--- src/rtl/spi_pkg.sv ---
// Shared types and constants for the SPI slave controller: FSM state encoding,
// command codes and the bit-counter width helper.
package spi_pkg;

  typedef enum logic [2:0] {
    IDLE      = 3'd0,
    CHK_CMD   = 3'd1,
    WRITE     = 3'd2,
    READ_ADD  = 3'd3,
    READ_DATA = 3'd4,
    TX_WAIT   = 3'd5,
    TX_SHIFT  = 3'd6,
    DONE      = 3'd7
  } state_t;

  localparam logic [1:0] CMD_WR_ADDR = 2'b00;
  localparam logic [1:0] CMD_WR_DATA = 2'b01;
  localparam logic [1:0] CMD_RD_ADDR = 2'b10;
  localparam logic [1:0] CMD_RD_DATA = 2'b11;

  function automatic int cnt_width(input int data_w);
    return $clog2(data_w + 2);
  endfunction

endpackage

--- src/rtl/spi_slave_fsm_if.sv ---
// Pin-side and RAM-side signals of the SPI slave controller, plus debug taps
// exposing the FSM state and the read-address flag.
// Handshake: rx_valid and frame_err are single-cycle strobes with no back-pressure;
// tx_valid qualifies tx_data only while the slave is waiting for read data.
interface spi_slave_fsm_if
  import spi_pkg::*;
#(
  parameter int DATA_W = 8
);
  logic              SS_n;
  logic              MOSI;
  logic              tx_valid;
  logic [DATA_W-1:0] tx_data;
  logic [DATA_W+1:0] rx_data;
  logic              rx_valid;
  logic              MISO;
  logic              frame_err;
  state_t            dbg_state;
  logic              dbg_rd_addr_done;

  modport slave (
    input  SS_n, MOSI, tx_valid, tx_data,
    output rx_data, rx_valid, MISO, frame_err, dbg_state, dbg_rd_addr_done
  );

  modport master (
    output SS_n, MOSI, tx_valid, tx_data,
    input  rx_data, rx_valid, MISO, frame_err, dbg_state, dbg_rd_addr_done
  );
endinterface

--- src/rtl/spi_sipo.sv ---
// Serial-in/parallel-out register: shifts MSB first, publishes the word and a
// one-cycle done strobe once WIDTH bits have been taken in.
module spi_sipo #(
  parameter int WIDTH = 10
) (
  input  logic             clk,
  input  logic             rst_n,
  input  logic             clear,
  input  logic             shift_en,
  input  logic             din,
  output logic [WIDTH-1:0] data,
  output logic             done
);
  localparam int CW = $clog2(WIDTH);
  localparam logic [CW-1:0] LAST = CW'(WIDTH - 1);

  logic [WIDTH-1:0] sr;
  logic [CW-1:0]    cnt;

  // clear only drops the partial word; the last published word is kept
  always_ff @(posedge clk or negedge rst_n) begin
    if (!rst_n) begin
      sr   <= '0;
      cnt  <= '0;
      data <= '0;
      done <= 1'b0;
    end else begin
      done <= 1'b0;
      if (clear) begin
        sr  <= '0;
        cnt <= '0;
      end else if (shift_en) begin
        if (cnt == LAST) begin
          data <= {sr[WIDTH-2:0], din};
          done <= 1'b1;
          sr   <= '0;
          cnt  <= '0;
        end else begin
          sr  <= {sr[WIDTH-2:0], din};
          cnt <= cnt + 1'b1;
        end
      end
    end
  end
endmodule

--- src/rtl/spi_slave_fsm.sv ---
// SPI slave protocol controller: decodes command frames into rx_data/rx_valid and
// shifts RAM read data out on MISO, with bounded wait for tx_valid and abort reporting.
module spi_slave_fsm
  import spi_pkg::*;
#(
  parameter int DATA_W       = 8,
  parameter bit TX_MSB_FIRST = 1'b1,
  parameter int TX_WAIT_MAX  = 15
) (
  input  logic            clk,
  input  logic            rst_n,
  spi_slave_fsm_if.slave  bus
);
  localparam int CNT_W  = cnt_width(DATA_W);
  localparam int WAIT_W = $clog2(TX_WAIT_MAX + 1);
  localparam logic [CNT_W-1:0]  RX_LAST   = CNT_W'(DATA_W);
  localparam logic [CNT_W-1:0]  TX_LAST   = CNT_W'(DATA_W - 1);
  localparam logic [WAIT_W-1:0] WAIT_LAST = WAIT_W'(TX_WAIT_MAX - 1);

  state_t              state_q, state_d;
  logic [CNT_W-1:0]    bit_cnt_q, bit_cnt_d;
  logic [WAIT_W-1:0]   wait_cnt_q, wait_cnt_d;
  logic                rd_addr_done_q, rd_addr_done_d;
  logic [DATA_W-1:0]   tx_sr_q, tx_sr_d;
  logic                miso_q, miso_d;
  logic                frame_err_q, frame_err_d;
  logic                sipo_shift, sipo_clear, rx_last;

  spi_sipo #(.WIDTH(DATA_W + 2)) u_sipo (
    .clk      (clk),
    .rst_n    (rst_n),
    .clear    (sipo_clear),
    .shift_en (sipo_shift),
    .din      (bus.MOSI),
    .data     (bus.rx_data),
    .done     (bus.rx_valid)
  );

  always_ff @(posedge clk or negedge rst_n) begin
    if (!rst_n) begin
      state_q        <= IDLE;
      bit_cnt_q      <= '0;
      wait_cnt_q     <= '0;
      rd_addr_done_q <= 1'b0;
      tx_sr_q        <= '0;
      miso_q         <= 1'b0;
      frame_err_q    <= 1'b0;
    end else begin
      state_q        <= state_d;
      bit_cnt_q      <= bit_cnt_d;
      wait_cnt_q     <= wait_cnt_d;
      rd_addr_done_q <= rd_addr_done_d;
      tx_sr_q        <= tx_sr_d;
      miso_q         <= miso_d;
      frame_err_q    <= frame_err_d;
    end
  end

  always_comb begin
    state_d        = state_q;
    bit_cnt_d      = bit_cnt_q;
    wait_cnt_d     = wait_cnt_q;
    rd_addr_done_d = rd_addr_done_q;
    tx_sr_d        = tx_sr_q;
    miso_d         = 1'b0;
    frame_err_d    = 1'b0;
    sipo_shift     = 1'b0;
    sipo_clear     = 1'b0;
    rx_last        = 1'b0;

    case (state_q)
      IDLE: begin
        sipo_clear = 1'b1;
        bit_cnt_d  = '0;
        wait_cnt_d = '0;
        if (!bus.SS_n) state_d = CHK_CMD;
      end
      CHK_CMD: begin
        sipo_shift = 1'b1;
        if (!bus.MOSI)          state_d = WRITE;
        else if (rd_addr_done_q) state_d = READ_DATA;
        else                     state_d = READ_ADD;
      end
      WRITE, READ_ADD, READ_DATA: begin
        sipo_shift = 1'b1;
        if (bit_cnt_q == RX_LAST) begin
          rx_last   = 1'b1;
          bit_cnt_d = '0;
          state_d   = (state_q == READ_DATA) ? TX_WAIT : DONE;
          if (state_q == READ_ADD) rd_addr_done_d = 1'b1;
        end else begin
          bit_cnt_d = bit_cnt_q + 1'b1;
        end
      end
      TX_WAIT: begin
        if (bus.tx_valid) begin
          // first bit goes straight to the MISO register; the rest queue in tx_sr
          miso_d     = TX_MSB_FIRST ? bus.tx_data[DATA_W-1] : bus.tx_data[0];
          tx_sr_d    = TX_MSB_FIRST ? (bus.tx_data << 1) : (bus.tx_data >> 1);
          bit_cnt_d  = '0;
          wait_cnt_d = '0;
          state_d    = TX_SHIFT;
        end else if (wait_cnt_q == WAIT_LAST) begin
          frame_err_d    = 1'b1;
          rd_addr_done_d = 1'b0;
          wait_cnt_d     = '0;
          state_d        = DONE;
        end else begin
          wait_cnt_d = wait_cnt_q + 1'b1;
        end
      end
      TX_SHIFT: begin
        if (bit_cnt_q == TX_LAST) begin
          rd_addr_done_d = 1'b0;
          bit_cnt_d      = '0;
          state_d        = DONE;
        end else begin
          miso_d    = TX_MSB_FIRST ? tx_sr_q[DATA_W-1] : tx_sr_q[0];
          tx_sr_d   = TX_MSB_FIRST ? (tx_sr_q << 1) : (tx_sr_q >> 1);
          bit_cnt_d = bit_cnt_q + 1'b1;
        end
      end
      DONE: begin
        state_d = DONE;
      end
      default: state_d = IDLE;
    endcase

    // Deselect wins over everything, except that a frame finishing on this edge still completes
    if (state_q != IDLE && bus.SS_n) begin
      state_d    = IDLE;
      bit_cnt_d  = '0;
      wait_cnt_d = '0;
      miso_d     = 1'b0;
      tx_sr_d    = tx_sr_q;
      if (!rx_last) begin
        sipo_shift     = 1'b0;
        sipo_clear     = 1'b1;
        rd_addr_done_d = rd_addr_done_q;
        frame_err_d    = (state_q != DONE);
      end
    end
  end

  assign bus.MISO             = miso_q;
  assign bus.frame_err        = frame_err_q;
  assign bus.dbg_state        = state_q;
  assign bus.dbg_rd_addr_done = rd_addr_done_q;
endmodule

--- src/flat_wrapper.sv ---
// flat-port wrapper written by rule: the top's interface ports become plain ports
module spi_slave_fsm_flat import spi_pkg::*;
#(
  parameter int DATA_W       = 8,
  parameter bit TX_MSB_FIRST = 1'b1,
  parameter int TX_WAIT_MAX  = 15
)
  (clk, rst_n, bus_SS_n, bus_MOSI, bus_tx_valid, bus_tx_data, bus_rx_data, bus_rx_valid, bus_MISO, bus_frame_err, bus_dbg_state, bus_dbg_rd_addr_done);
  spi_slave_fsm_if #(.DATA_W(DATA_W)) bus_i ();
  input  logic clk;
  input  logic rst_n;
  input wire logic [$bits(bus_i.SS_n)-1:0] bus_SS_n;
  input wire logic [$bits(bus_i.MOSI)-1:0] bus_MOSI;
  input wire logic [$bits(bus_i.tx_valid)-1:0] bus_tx_valid;
  input wire logic [$bits(bus_i.tx_data)-1:0] bus_tx_data;
  output wire logic [$bits(bus_i.rx_data)-1:0] bus_rx_data;
  output wire logic [$bits(bus_i.rx_valid)-1:0] bus_rx_valid;
  output wire logic [$bits(bus_i.MISO)-1:0] bus_MISO;
  output wire logic [$bits(bus_i.frame_err)-1:0] bus_frame_err;
  output wire logic [$bits(bus_i.dbg_state)-1:0] bus_dbg_state;
  output wire logic [$bits(bus_i.dbg_rd_addr_done)-1:0] bus_dbg_rd_addr_done;
  assign bus_i.SS_n = bus_SS_n;
  assign bus_i.MOSI = bus_MOSI;
  assign bus_i.tx_valid = bus_tx_valid;
  assign bus_i.tx_data = bus_tx_data;
  assign bus_rx_data = bus_i.rx_data;
  assign bus_rx_valid = bus_i.rx_valid;
  assign bus_MISO = bus_i.MISO;
  assign bus_frame_err = bus_i.frame_err;
  assign bus_dbg_state = bus_i.dbg_state;
  assign bus_dbg_rd_addr_done = bus_i.dbg_rd_addr_done;
  spi_slave_fsm #(.DATA_W(DATA_W), .TX_MSB_FIRST(TX_MSB_FIRST), .TX_WAIT_MAX(TX_WAIT_MAX)) u_core (.clk(clk), .rst_n(rst_n), .bus(bus_i));
endmodule
--- config.mk ---
export PLATFORM = sky130hd
export DESIGN_NAME = spi_slave_fsm_flat
export DESIGN_NICKNAME = d
export VERILOG_FILES = /design/src/rtl/spi_pkg.sv /design/src/rtl/spi_slave_fsm_if.sv /design/src/rtl/spi_sipo.sv /design/src/rtl/spi_slave_fsm.sv /design/src/flat_wrapper.sv
export SDC_FILE = /design/constraint.sdc
export NUM_CORES = 1
export LEC_CHECK = 0
export CAP_MARGIN = 20
export CELL_PAD_IN_SITES_DETAIL_PLACEMENT = 2
export CELL_PAD_IN_SITES_GLOBAL_PLACEMENT = 2
export CORE_ASPECT_RATIO = 1.4
export CORE_MARGIN = 2
export CORE_UTILIZATION = 46
export CTS_BUF_LIST = sky130_fd_sc_hd__clkbuf_8
export DETAILED_ROUTE_END_ITERATION = 8
export DONT_BUFFER_PORTS = 1
export GPL_ROUTABILITY_DRIVEN = 0
export PLACE_DENSITY_LB_ADDON = 0.1
export SYNTH_ARGS = -nofsm -noshare
export SYNTH_HDL_FRONTEND = slang
export SYNTH_SLANG_ARGS = --single-unit
--- constraint.sdc ---
create_clock -name clk -period 5.2 [get_ports clk]
set_clock_uncertainty 0.15 [all_clocks]
set_input_delay 0.78 -clock clk [delete_from_list [all_inputs] [get_ports clk]]
set_output_delay 0.78 -clock clk [all_outputs]
set_load 0.01 [all_outputs]
======== After elaboration in Yosys (flattened, before gate mapping) ========
Index checks and enable logic that the tools add are counted.
storage, ports and cells
  register bits ........................... 46
  latch bits .............................. 0
  bits in writable memories ............... 0
  ROM bits ................................ 0
  output and inout bits ................... 17
  word-level logic and storage cells ...... 105
  memories ................................ 0
cells by class
  add/sub/neg operators ................... 3
  multiply operators ...................... 0
  div/mod/pow operators ................... 0
  $lt $le $gt $ge ......................... 0
  equality and inequality tests ........... 20
  shifts and indexed selects .............. 0
  multiplexer cells ....................... 56
  bitwise gates (word level) .............. 2
  reduce and logical (&&, ||, !) cells .... 13
operators with widths
  kind                                                                      number
  4-bit 2-to-1 mux                                                          10
  9-bit 2-to-1 mux                                                          3
  1-bit 2-to-1 mux                                                          26
  3-bit 2-to-1 mux                                                          8
  3-bit one-hot mux with 6 select lines                                     1
  8-bit 2-to-1 mux                                                          2
  4-bit one-hot mux with 4 select lines                                     1
  8-bit one-hot mux with 2 select lines                                     1
  4-bit by 1-bit adder with 4-bit output (second input constant)            3
  3-bit equality test (second input constant)                               4
  4-bit equality test (second input constant)                               3
  4-bit one-hot mux with 2 select lines                                     1
  4-bit AND reduction                                                       2
  3-bit by 2-bit equality test with 1-bit output (second input constant)    2
  3-bit by 1-bit inequality test with 1-bit output (second input constant)  2
  3-bit by 2-bit inequality test with 1-bit output (second input constant)  2
  3-bit nonzero test                                                        2
  5-bit nonzero test                                                        1
  4-bit by 3-bit equality test with 1-bit output (second input constant)    1
  2-bit inequality test (second input constant)                             2
  4-bit by 2-bit inequality test with 1-bit output (second input constant)  1
  2-bit nonzero test                                                        2
  4-bit OR reduction                                                        1
  3-bit by 1-bit equality test with 1-bit output (second input constant)    1
  other kinds (11)                                                          12

======== Depth between registers and ports, before layout ========
Gate-level depths: netlist of run 1.
  word-level depth ........................ 7
  gate-level depth with buffers ........... 7

======== Cells and area by module ========
Synthesis of run 1 repeated with hierarchy kept, for this count alone.
unflattened totals
  cells, all modules ...................... 197
  area total of the unflattened synthesis .. 2287.2 um2
modules (own cells, without submodules)
  module         instances  cells an instance  area each (um2)
  spi_slave_fsm  1          130                1277.5
  spi_sipo       1          67                 1009.7

======== Worst setup path before layout of run 1 ========
No wires, ideal clock.
  kind .................................... in2reg
  start point ............................. input port bus_SS_n
  end point ............................... register u_core.tx_sr_q[2]
  setup time .............................. 125 ps
  data arrival time ....................... 1901 ps
  data required time ...................... 4925 ps
  setup slack ............................. 3024 ps
  cell stages on the path ................. 4
  cells stage by stage .................... nand2b_1 a21o_1 nor3b_4 mux2_4
between the ends
  cells in the longest elaborated chain, start to end .. 3
RTL lines
  item                                  RTL line              text
  start: declaration                    flat_wrapper.sv:12    input wire logic [$bits(bus_i.SS_n)-1:0] bus_SS_n;
  1-bit logical AND                     spi_slave_fsm.sv:130  if (state_q != IDLE && bus.SS_n) begin
  1-bit NOT (no source line)            --
  4-bit AND reduction (no source line)  --
  end signal: assignment                spi_slave_fsm.sv:53   tx_sr_q <= tx_sr_d;
  end: declaration                      spi_slave_fsm.sv:24   logic [DATA_W-1:0] tx_sr_q, tx_sr_d;
No other way between the ends.
A chain may end at the register's enable or synchronous reset.

======== Worst setup path in the final report of run 1 ========
  start point ............................. register u_core.state_q[0], in the netlist u_core.bus.dbg_state[0]
  end point ............................... register u_core.u_sipo.data[2]
between the ends
  cells in the longest elaborated chain, start to end .. 7
  elaborated cells on any way between the ends .. 18
  those cells by class .................... 4 x eq/ne; 7 x mux; 1 x bitwise; 6 x reduce/logical
RTL lines
  item                                                                                          RTL line              text
  start: declaration                                                                            spi_slave_fsm.sv:20   state_t state_q, state_d;
  start signal: assignment                                                                      spi_slave_fsm.sv:49   state_q <= state_d;
  3-bit by 2-bit equality test with 1-bit output / 3-bit equality test (equally long branches)  spi_slave_fsm.sv:71   case (state_q)
  3-bit OR reduction                                                                            spi_slave_fsm.sv:71
  1-bit 2-to-1 mux                                                                              spi_slave_fsm.sv:71
  1-bit 2-to-1 mux                                                                              spi_slave_fsm.sv:136  if (!rx_last) begin
  1-bit 2-to-1 mux                                                                              spi_slave_fsm.sv:130
  1-bit NOT (no source line)                                                                    --
  3-bit AND reduction (no source line) *                                                        --
  end signal: assignment                                                                        spi_sipo.sv:34        data <= {sr[WIDTH-2:0], din};
  end: declaration                                                                              spi_sipo.sv:11        output logic [WIDTH-1:0] data,
Mark *: on every way between the ends. The rest lies on a longest branch, timed or not.

==> results of run 1 <==
cell type report:
| type | instances | area [um^2] |
|---|---|---|
| clock buffer | 5 | 68.8 |
| clock inverter | 2 | 35.0 |
| fill | 521 | 2390 |
| inverter | 12 | 45.0 |
| multi-input combinational | 139 | 1060 |
| sequential | 45 | 1130 |
| tap | 64 | 80.1 |
power groups by stage:
stage               registers (mW)  logic [mW]  clock network [mW]
global placement             0.503       0.278                   0
global route                 0.519       0.343               0.278
floorplan                    0.461       0.268                   0
CTS                          0.507       0.309               0.266
finish                       0.506       0.305               0.257
detailed placement           0.513       0.298                   0
through the flow:
step	power, mW	instances
final	1.07	267
after global routing	1.14	267
after CTS	1.08	267
after detailed placement	0.810	260
after global placement	0.781	260
after floorplan	0.729	203
metal layers:
layer	track usage	vias to the layer above
met3	0.0453	15
met2	0.390	41
met1	0.266	827
met4	0.117	0
li1	-	724
met5	0	-
cell usage after synthesis, drive strengths merged (2+ instances only):
master / number
mux2i: 4
o31ai: 2
nor2: 10
or3: 2
inv: 12
and3b: 2
nand2b: 6
clkbuf: 2
nor2b: 3
dfrtp: 45
a31oi: 3
buf: 5
o211ai: 3
a21o: 2
nor3: 3
a21oi: 5
nor3b: 3
nand3b: 5
a22o: 9
mux2: 20
and3: 2
o21ai: 13
nand3: 6
ha: 6
nand2: 13
a211o: 2
xor2: 3
sequential cells by signal (all words and copies together), names as in the netlist, 3 cells and up:
signal and cells:
u_core.u_sipo.cnt 4, u_core.u_sipo.sr 9, u_core.wait_cnt_q 4, u_core.tx_sr_q 7
u_core.bus.dbg_state 3, u_core.bit_cnt_q 4, u_core.u_sipo.data 10
critical path: stages, from the launching register on:
cell and delay, ns:
dfrtp_1 0.74, nand2b_1 0.30, a22oi_1 0.25, nand3_1 0.42, mux2_2 0.43
worst paths after layout:
kind / to / slack, ns / cells after the start
min in group clk: u_core.tx_sr_q[3] / 0.37 / 1
hold reg to reg: u_core.tx_sr_q[3] / 0.37 / 1
hold / removal: u_core.bus.dbg_rd_addr_done / 0.02 / 0
max in group asynchronous: u_core.bit_cnt_q[2] / 4.79 / 0
setup / recovery: u_core.u_sipo.data[2] / 2.79 / 4
setup reg to reg: u_core.u_sipo.data[2] / 2.79 / 4
layout by cell type, fill, tap and decap left out, types with 5 or more instances in the layout:
master,instances
a22o_1,9
dfrtp_1,45
ha_1,6
inv_1,12
nand2_1,13
mux2_2,15
nor2_1,10
nand3_1,6
mux2_4,5
a21oi_1,5
o21ai_0,12
nand2b_1,6
clkbuf_8,5
cell families after synthesis:
kind of cell	share of synthesized area
multiplexers	0.125
buffers and inverters	0.0343
AND/OR/NAND/NOR	0.149
XOR/XNOR	0.0155
adder cells (fa/ha/maj)	0.0331
flip-flops	0.497
AO/OA/AOI/OAI	0.146
==> summary.txt, run 1 <==
Initial Utilization: 0.471
Max Freq: 414 MHz
Worst hold path class: in2async
Synthesis Warnings: 0
Synth-to-Final Area Change: 6.69%
Routed Antenna Nets: 0
Vias in the first global route: 1775
Port Buf Inserts: 0
Via density: 6.02
WL met1: 2170 um
Slew @ Worst Pin: 0.895 ns
Number of core rows: 30
Starting DRC count in detailed routing: 94
Crit path required time: 5.23 ns
Max-Cap Viols: 0
Post-Syn Nets: 222
Post-Syn Area per Cell: 11.2 um^2
Design Area, Final: 2420 um^2
Minimum clock period: 2.41 ns
Setup bufs post-CTS: 0
ANT cells: 0
Synthesized cell area: 2260 um^2
Largest net degree at the start of global routing: 46
Top cells by area, synth: dfrtp_1 50%, mux2_2 7.5%, a22o_1 3.5%
Distinct cells, synth: 46
Ys flop type: dfrtp_1
Core area: 4800 um^2
Post-layout util: 0.503
PD cells: 442 nW/um^2
Global-route wire length before repair: 9560 um
Cell Area, Placed: 2310 um^2
Layout Nets: 222
Routed WL: 5540 um
Mapped Cells: 203
Comb pwr share: 0.286
Final setup viols: 0
Share of cells above drive strength 1: 0.167
DRC: 0
Data arrival, critical path: 2.44 ns
Clk_lat worst skew: 0.30 ns
Leakage: 1.10 nW
RSZ-0062 raised after global routing: false
# IOs: 30
Root Driver: clkbuf_8
IR drop worst, VDD: 0.239 mV
Minimum hold slack: 0.0182 ns
Final Max Slew Viols: 0
Vias: 1607
Die height: 87.0 um
Slew HR: 0.401
Total Routing Usage GR: 0.226
CTS clk-pin slew, worst paths: 0.09 ns
TritonRoute pass-1 iters: 4
CTS H-tree lvls: 2
Inserted Clock Buffers: 5
Seq/Total Area, Yosys: 0.497
Final Hold Viols: 0
CTS tree: done
# hold bufs at CTS: 0
Beginning of the critical path: u_core.bus.dbg_state[0]
# resized after CTS: 0
CP Class: reg2reg
DIE AREA: 5510 um^2
Worst Setup Start Kind: register
Synthesized flop and latch total: 45
Post-synth EDFFs: 0
Clk pwr share: 0.241
Cell taking the most area after synthesis: dfrtp_1
Sequential power share: 0.474
CTS sink cnt: 45
Setup WS post-layout: 2.79 ns
CP Max Fanout: 16
Sw power: 0.383 mW
Critical Path End Type: register
WL/cell: 20.8 um
Initial antenna violation count: 0
Ys async rst share: 1.00
GRT overflow: 0
Die W: 63.3 um
Post-DP HPWL: 3940 um
Reg2reg start: u_core.bus.dbg_state[0]
Setup TNS: 0 ns
Period utilization: 0.464
Yosys top cell area share: 0.497
Wire length on met2: 2960 um
Switching share of power: 0.358
P_int: 0.686 mW
CTS max path bufs: 2
Outcome: complete, no violations
Routed met3 length: 205 um
Max layer used: met4
Setup WS pre-CTS: 2.79 ns
Power figures use the tool's default switching activity.
==> run 2: changes to the inputs <==
- CORE_UTILIZATION: 46 -> 43
- clock period: 5.2 -> 2.24 ns (I/O delays scaled with it)
==> summary.txt, run 2 (synthesis gave the netlist of run 1 again) <==
Biggest regs: u_core.u_sipo.data: 10 flops, u_core.u_sipo.sr: 9 flops, u_core.tx_sr_q: 7 flops
R2R setup slack: 0.13 ns
Max-Cap Viols: 0
Root Driver: clkbuf_8
Most flops, register: u_core.u_sipo.data
Slowest CP cell: dfrtp_1
Setup bufs post-CTS: 0
HP Start: bus_tx_data[0]
Vias: 1637
Design Area, Final: 2530 um^2
CTS H-tree lvls: 2
Synth-to-Final Area Change: 11.8%
ANT cells: 0
Starting DRC count in detailed routing: 73
DRC: 0
Reg2reg start: u_core.bus.dbg_state[0]
PD cells: 1020 nW/um^2
Via density: 5.85
Cells along the critical path: nand2b_1, a21o_1, nor3b_4, mux2_4
IR drop worst, VDD: 0.465 mV
P_int: 1.65 mW
Inserted Clock Buffers: 5
TritonRoute pass-1 iters: 4
Total Routing Usage GR: 0.218
Setup TNS: 0 ns
Slew HR: 0.652
Number of core rows: 31
Vias in the first global route: 1869
Commonest non-fill, non-tap cell in the layout: dfrtp_1
Initial antenna violation count: 0
Worst hold path class: in2reg
Switching share of power: 0.359
Die W: 65.3 um
Clk pwr share: 0.236
Crit path required time: 2.29 ns
Routed WL: 5760 um
Share of cells above drive strength 1: 0.210
Comb pwr share: 0.331
Cell Area, Placed: 2370 um^2
Worst Setup Start Kind: register
Max stage delay on crit path: 0.61 ns
GRT overflow: 0
Global-route wire length before repair: 9850 um
WL/cell: 20.6 um
Data arrival, critical path: 2.16 ns
Period utilization: 0.943
Final Max Slew Viols: 0
DIE AREA: 5870 um^2
Final Hold Viols: 0
Core area: 5120 um^2
Die height: 89.9 um
Layout Nets: 233
Leakage: 1.15 nW
RSZ-0062 raised after global routing: false
Sequential power share: 0.433
CTS sink cnt: 45
Final setup viols: 0
Critical Path End Type: register
Outcome: complete, no violations
Sw power: 0.927 mW
Max Freq: 474 MHz
Max reg flops: 10
Port Buf Inserts: 0
CP Class: reg2reg
Most frequent cells in the layout: 45 x dfrtp_1, 15 x mux2_2, 13 x nand2_1
CTS clk-pin slew, worst paths: 0.09 ns
# IOs: 30
Minimum clock period: 2.11 ns
Slew @ Worst Pin: 0.521 ns
Post-DP HPWL: 4300 um
Filler cell count: 529
CP Max Fanout: 14
Largest net degree at the start of global routing: 46
Routed Antenna Nets: 0
Initial Utilization: 0.442
CTS max path bufs: 2
CTS tree: done
Clk_lat worst skew: 0.31 ns
Beginning of the critical path: u_core.bus.dbg_state[0]
## run 2: changes by cell type in the layout (fill, tap and decap cells not counted), sizes merged
| cell | change |
|---|---|
| dlygate4sd3 | +2 |
| buf | +9 |
## run 2: path summary, 6_finish.rpt
check                           cells past startpoint                       to
worst max register to register                      4        u_core.tx_sr_q[6]
max in group asynchronous                           2  u_core.bus.dbg_state[1]
worst min register to register                      1        u_core.tx_sr_q[5]
worst min-delay path                                2        u_core.tx_sr_q[1]
min in group asynchronous                           2        u_core.tx_sr_q[4]
worst max-delay path                                4        u_core.tx_sr_q[6]
## run 2: power groups by stage
stage / sequential, mW / clock [mW] / combinational (mW)
floorplan: 1.07 / 0 / 0.621
global placement: 1.11 / 0 / 0.766
detailed placement: 1.13 / 0 / 0.824
CTS: 1.12 / 0.624 / 0.857
global route: 1.15 / 0.655 / 0.950
finish: 1.12 / 0.610 / 0.853
## run 2: cell type report
cell class              count  area, um^2  area share
clock buffers               5        68.8      0.0272
multi-input cells         139        1070       0.421
inverters                  12        45.0      0.0178
clock inverters             2        35.0      0.0138
well taps                  66        82.6      0.0326
flip-flops and latches     45        1130       0.445
repair buffers             11         108      0.0425
## run 2: what timing repair did
item / in CTS / in global routing
hold endpoints to repair: 48 / 0
endpoints found under the setup margin: 0 / 16
hold buffers: 3 / 0
resized for setup: 0 / 2
## run 2: worst max-delay path: cells and delay by family (launching register included)
family	cells	cell delay, ns
DFF	1	0.61
and+or+nand+nor	2	0.66
muxes	1	0.34
AOI/OAI and AO/OA	1	0.23
## run 2: per-stage QoR
step	utilization	setup slack (ns)	hold slack, ns	cells	power [mW]
floorplan	-	0.341	-0.110	203	1.69
global placement	0.464	0.240	-0.108	270	1.88
detailed placement	0.464	0.132	-0.109	270	1.96
CTS	0.493	0.0945	0.0153	280	2.60
global route	0.495	0.00116	0.0196	280	2.75
finish	0.495	0.129	0.0188	280	2.58
## run 2: routing by layer
layer / GRT usage / share of wire / routed length (um) / vias to the layer above
li1: - / - / - / 747
met1: 0.247 / 0.39 / 2240 / 843
met2: 0.391 / 0.56 / 3230 / 37
met3: 0.0438 / 0.029 / 170 / 10
met4: 0.0868 / 0.022 / 124 / 0
met5: 0 / 0 / 0 / -
==> run 3: changes to the inputs <==
- RECOVER_POWER: unset -> 25
==> summary.txt, run 3 (synthesis gave the netlist of run 1 again) <==
Critical Path End Type: register
Period utilization: 0.943
CTS H-tree lvls: 2
Hold Path Depth: 2
WL/cell: 20.6 um
PD cells: 1030 nW/um^2
CP Class: reg2reg
Inserted Clock Buffers: 5
Layout Nets: 233
Beginning of the critical path: u_core.bus.dbg_state[0]
Max-Cap Viols: 0
Port Buf Inserts: 0
Data arrival, critical path: 2.16 ns
Via density: 5.84
Setup WS post-layout: 0.129 ns
Vias in the first global route: 1869
Commonest non-fill, non-tap cell in the layout: dfrtp_1
Routed Antenna Nets: 0
CTS sink cnt: 45
Post-DP HPWL: 4300 um
Worst hold path class: in2reg
CTS tree: done
Biggest regs: u_core.u_sipo.data: 10 flops, u_core.u_sipo.sr: 9 flops, u_core.tx_sr_q: 7 flops
RSZ-0062 raised after global routing: false
Core area: 5120 um^2
Slew @ Worst Pin: 1.14 ns
Leakage: 1.15 nW
Die W: 65.3 um
Largest net degree at the start of global routing: 46
Clk_lat worst skew: 0.31 ns
Reg2Reg Depth: 4
Minimum hold slack: 0.0187 ns
Final Hold Viols: 0
CTS clk-pin slew, worst paths: 0.09 ns
Minimum clock period: 2.11 ns
GRT overflow: 0
Synth-to-Final Area Change: 10.8%
Cell Area, Placed: 2370 um^2
CTS max path bufs: 2
Finished Layout Cells: 280
Max Freq: 474 MHz
Share of cells above drive strength 1: 0.210
Total Routing Usage GR: 0.218
CP Max Fanout: 14
Design Area, Final: 2510 um^2
TritonRoute pass-1 iters: 4
IR drop worst, VDD: 0.465 mV
Die height: 89.9 um
Routed WL: 5770 um
Slew HR: 0.241
Final Max Slew Viols: 0
Final setup viols: 0
DRC: 0
Setup WS pre-CTS: 0.132 ns
Max reg flops: 10
ANT cells: 0
Initial Utilization: 0.442
Pwr Total: 2.58 mW
Initial antenna violation count: 0
Reg2reg start: u_core.bus.dbg_state[0]
Number of core rows: 31
Setup bufs post-CTS: 0
Vias: 1636
Starting DRC count in detailed routing: 73
Most frequent cells in the layout: 45 x dfrtp_1, 15 x mux2_2, 13 x nand2_1
DIE AREA: 5870 um^2
Root Driver: clkbuf_8
# IOs: 30
Worst Setup Start Kind: register
Setup TNS: 0 ns
Crit path required time: 2.29 ns
Post-layout util: 0.490
Most flops, register: u_core.u_sipo.data
HP Start: bus_tx_data[0]
Outcome: complete, no violations
DP Cell Count: 270
Global-route wire length before repair: 9850 um
==> run 3: timing repair <==
item / CTS / global route
endpoints found under the setup margin: 0 / 16
hold buffers: 3 / 0
endpoints found under the hold margin: 48 / 0
resized for setup: 0 / 2
==> run 3: final cells by class <==
type	count	area, um^2
fill	532	2610
tap	66	82.6
inverter	12	45.0
sequential	45	1130
clock buffer	5	68.8
multi-input combinational	139	1070
clock inverter	2	35.0
timing repair buffer	11	85.1
==> run 3: worst max-delay path: stages, from the launching register on <==
cell and delay [ns]:
dfrtp_1 0.61, nand2b_1 0.19, a21o_1 0.23, nor3b_4 0.47, mux2_4 0.34
==> run 3: final timing paths <==
kind,endpoint,slack [ns]
setup / recovery,u_core.tx_sr_q[6],0.13
hold / removal,u_core.tx_sr_q[1],0.02
setup reg to reg,u_core.tx_sr_q[6],0.13
hold reg to reg,u_core.tx_sr_q[5],0.38
max in group asynchronous,u_core.wait_cnt_q[0],0.55
min in group asynchronous,u_core.tx_sr_q[4],0.70
==> run 3: layer usage <==
layer	vias up	wire length, um	GRT usage
li1	747	-	-
met1	842	2250	0.247
met2	37	3220	0.391
met3	10	170	0.0438
met4	0	124	0.0868
met5	-	0	0
==> run 3: power by group <==
| part | internal (mW) | switching [mW] |
|---|---|---|
| combinational | 0.381 | 0.467 |
| sequential | 0.945 | 0.173 |
| clock | 0.325 | 0.285 |
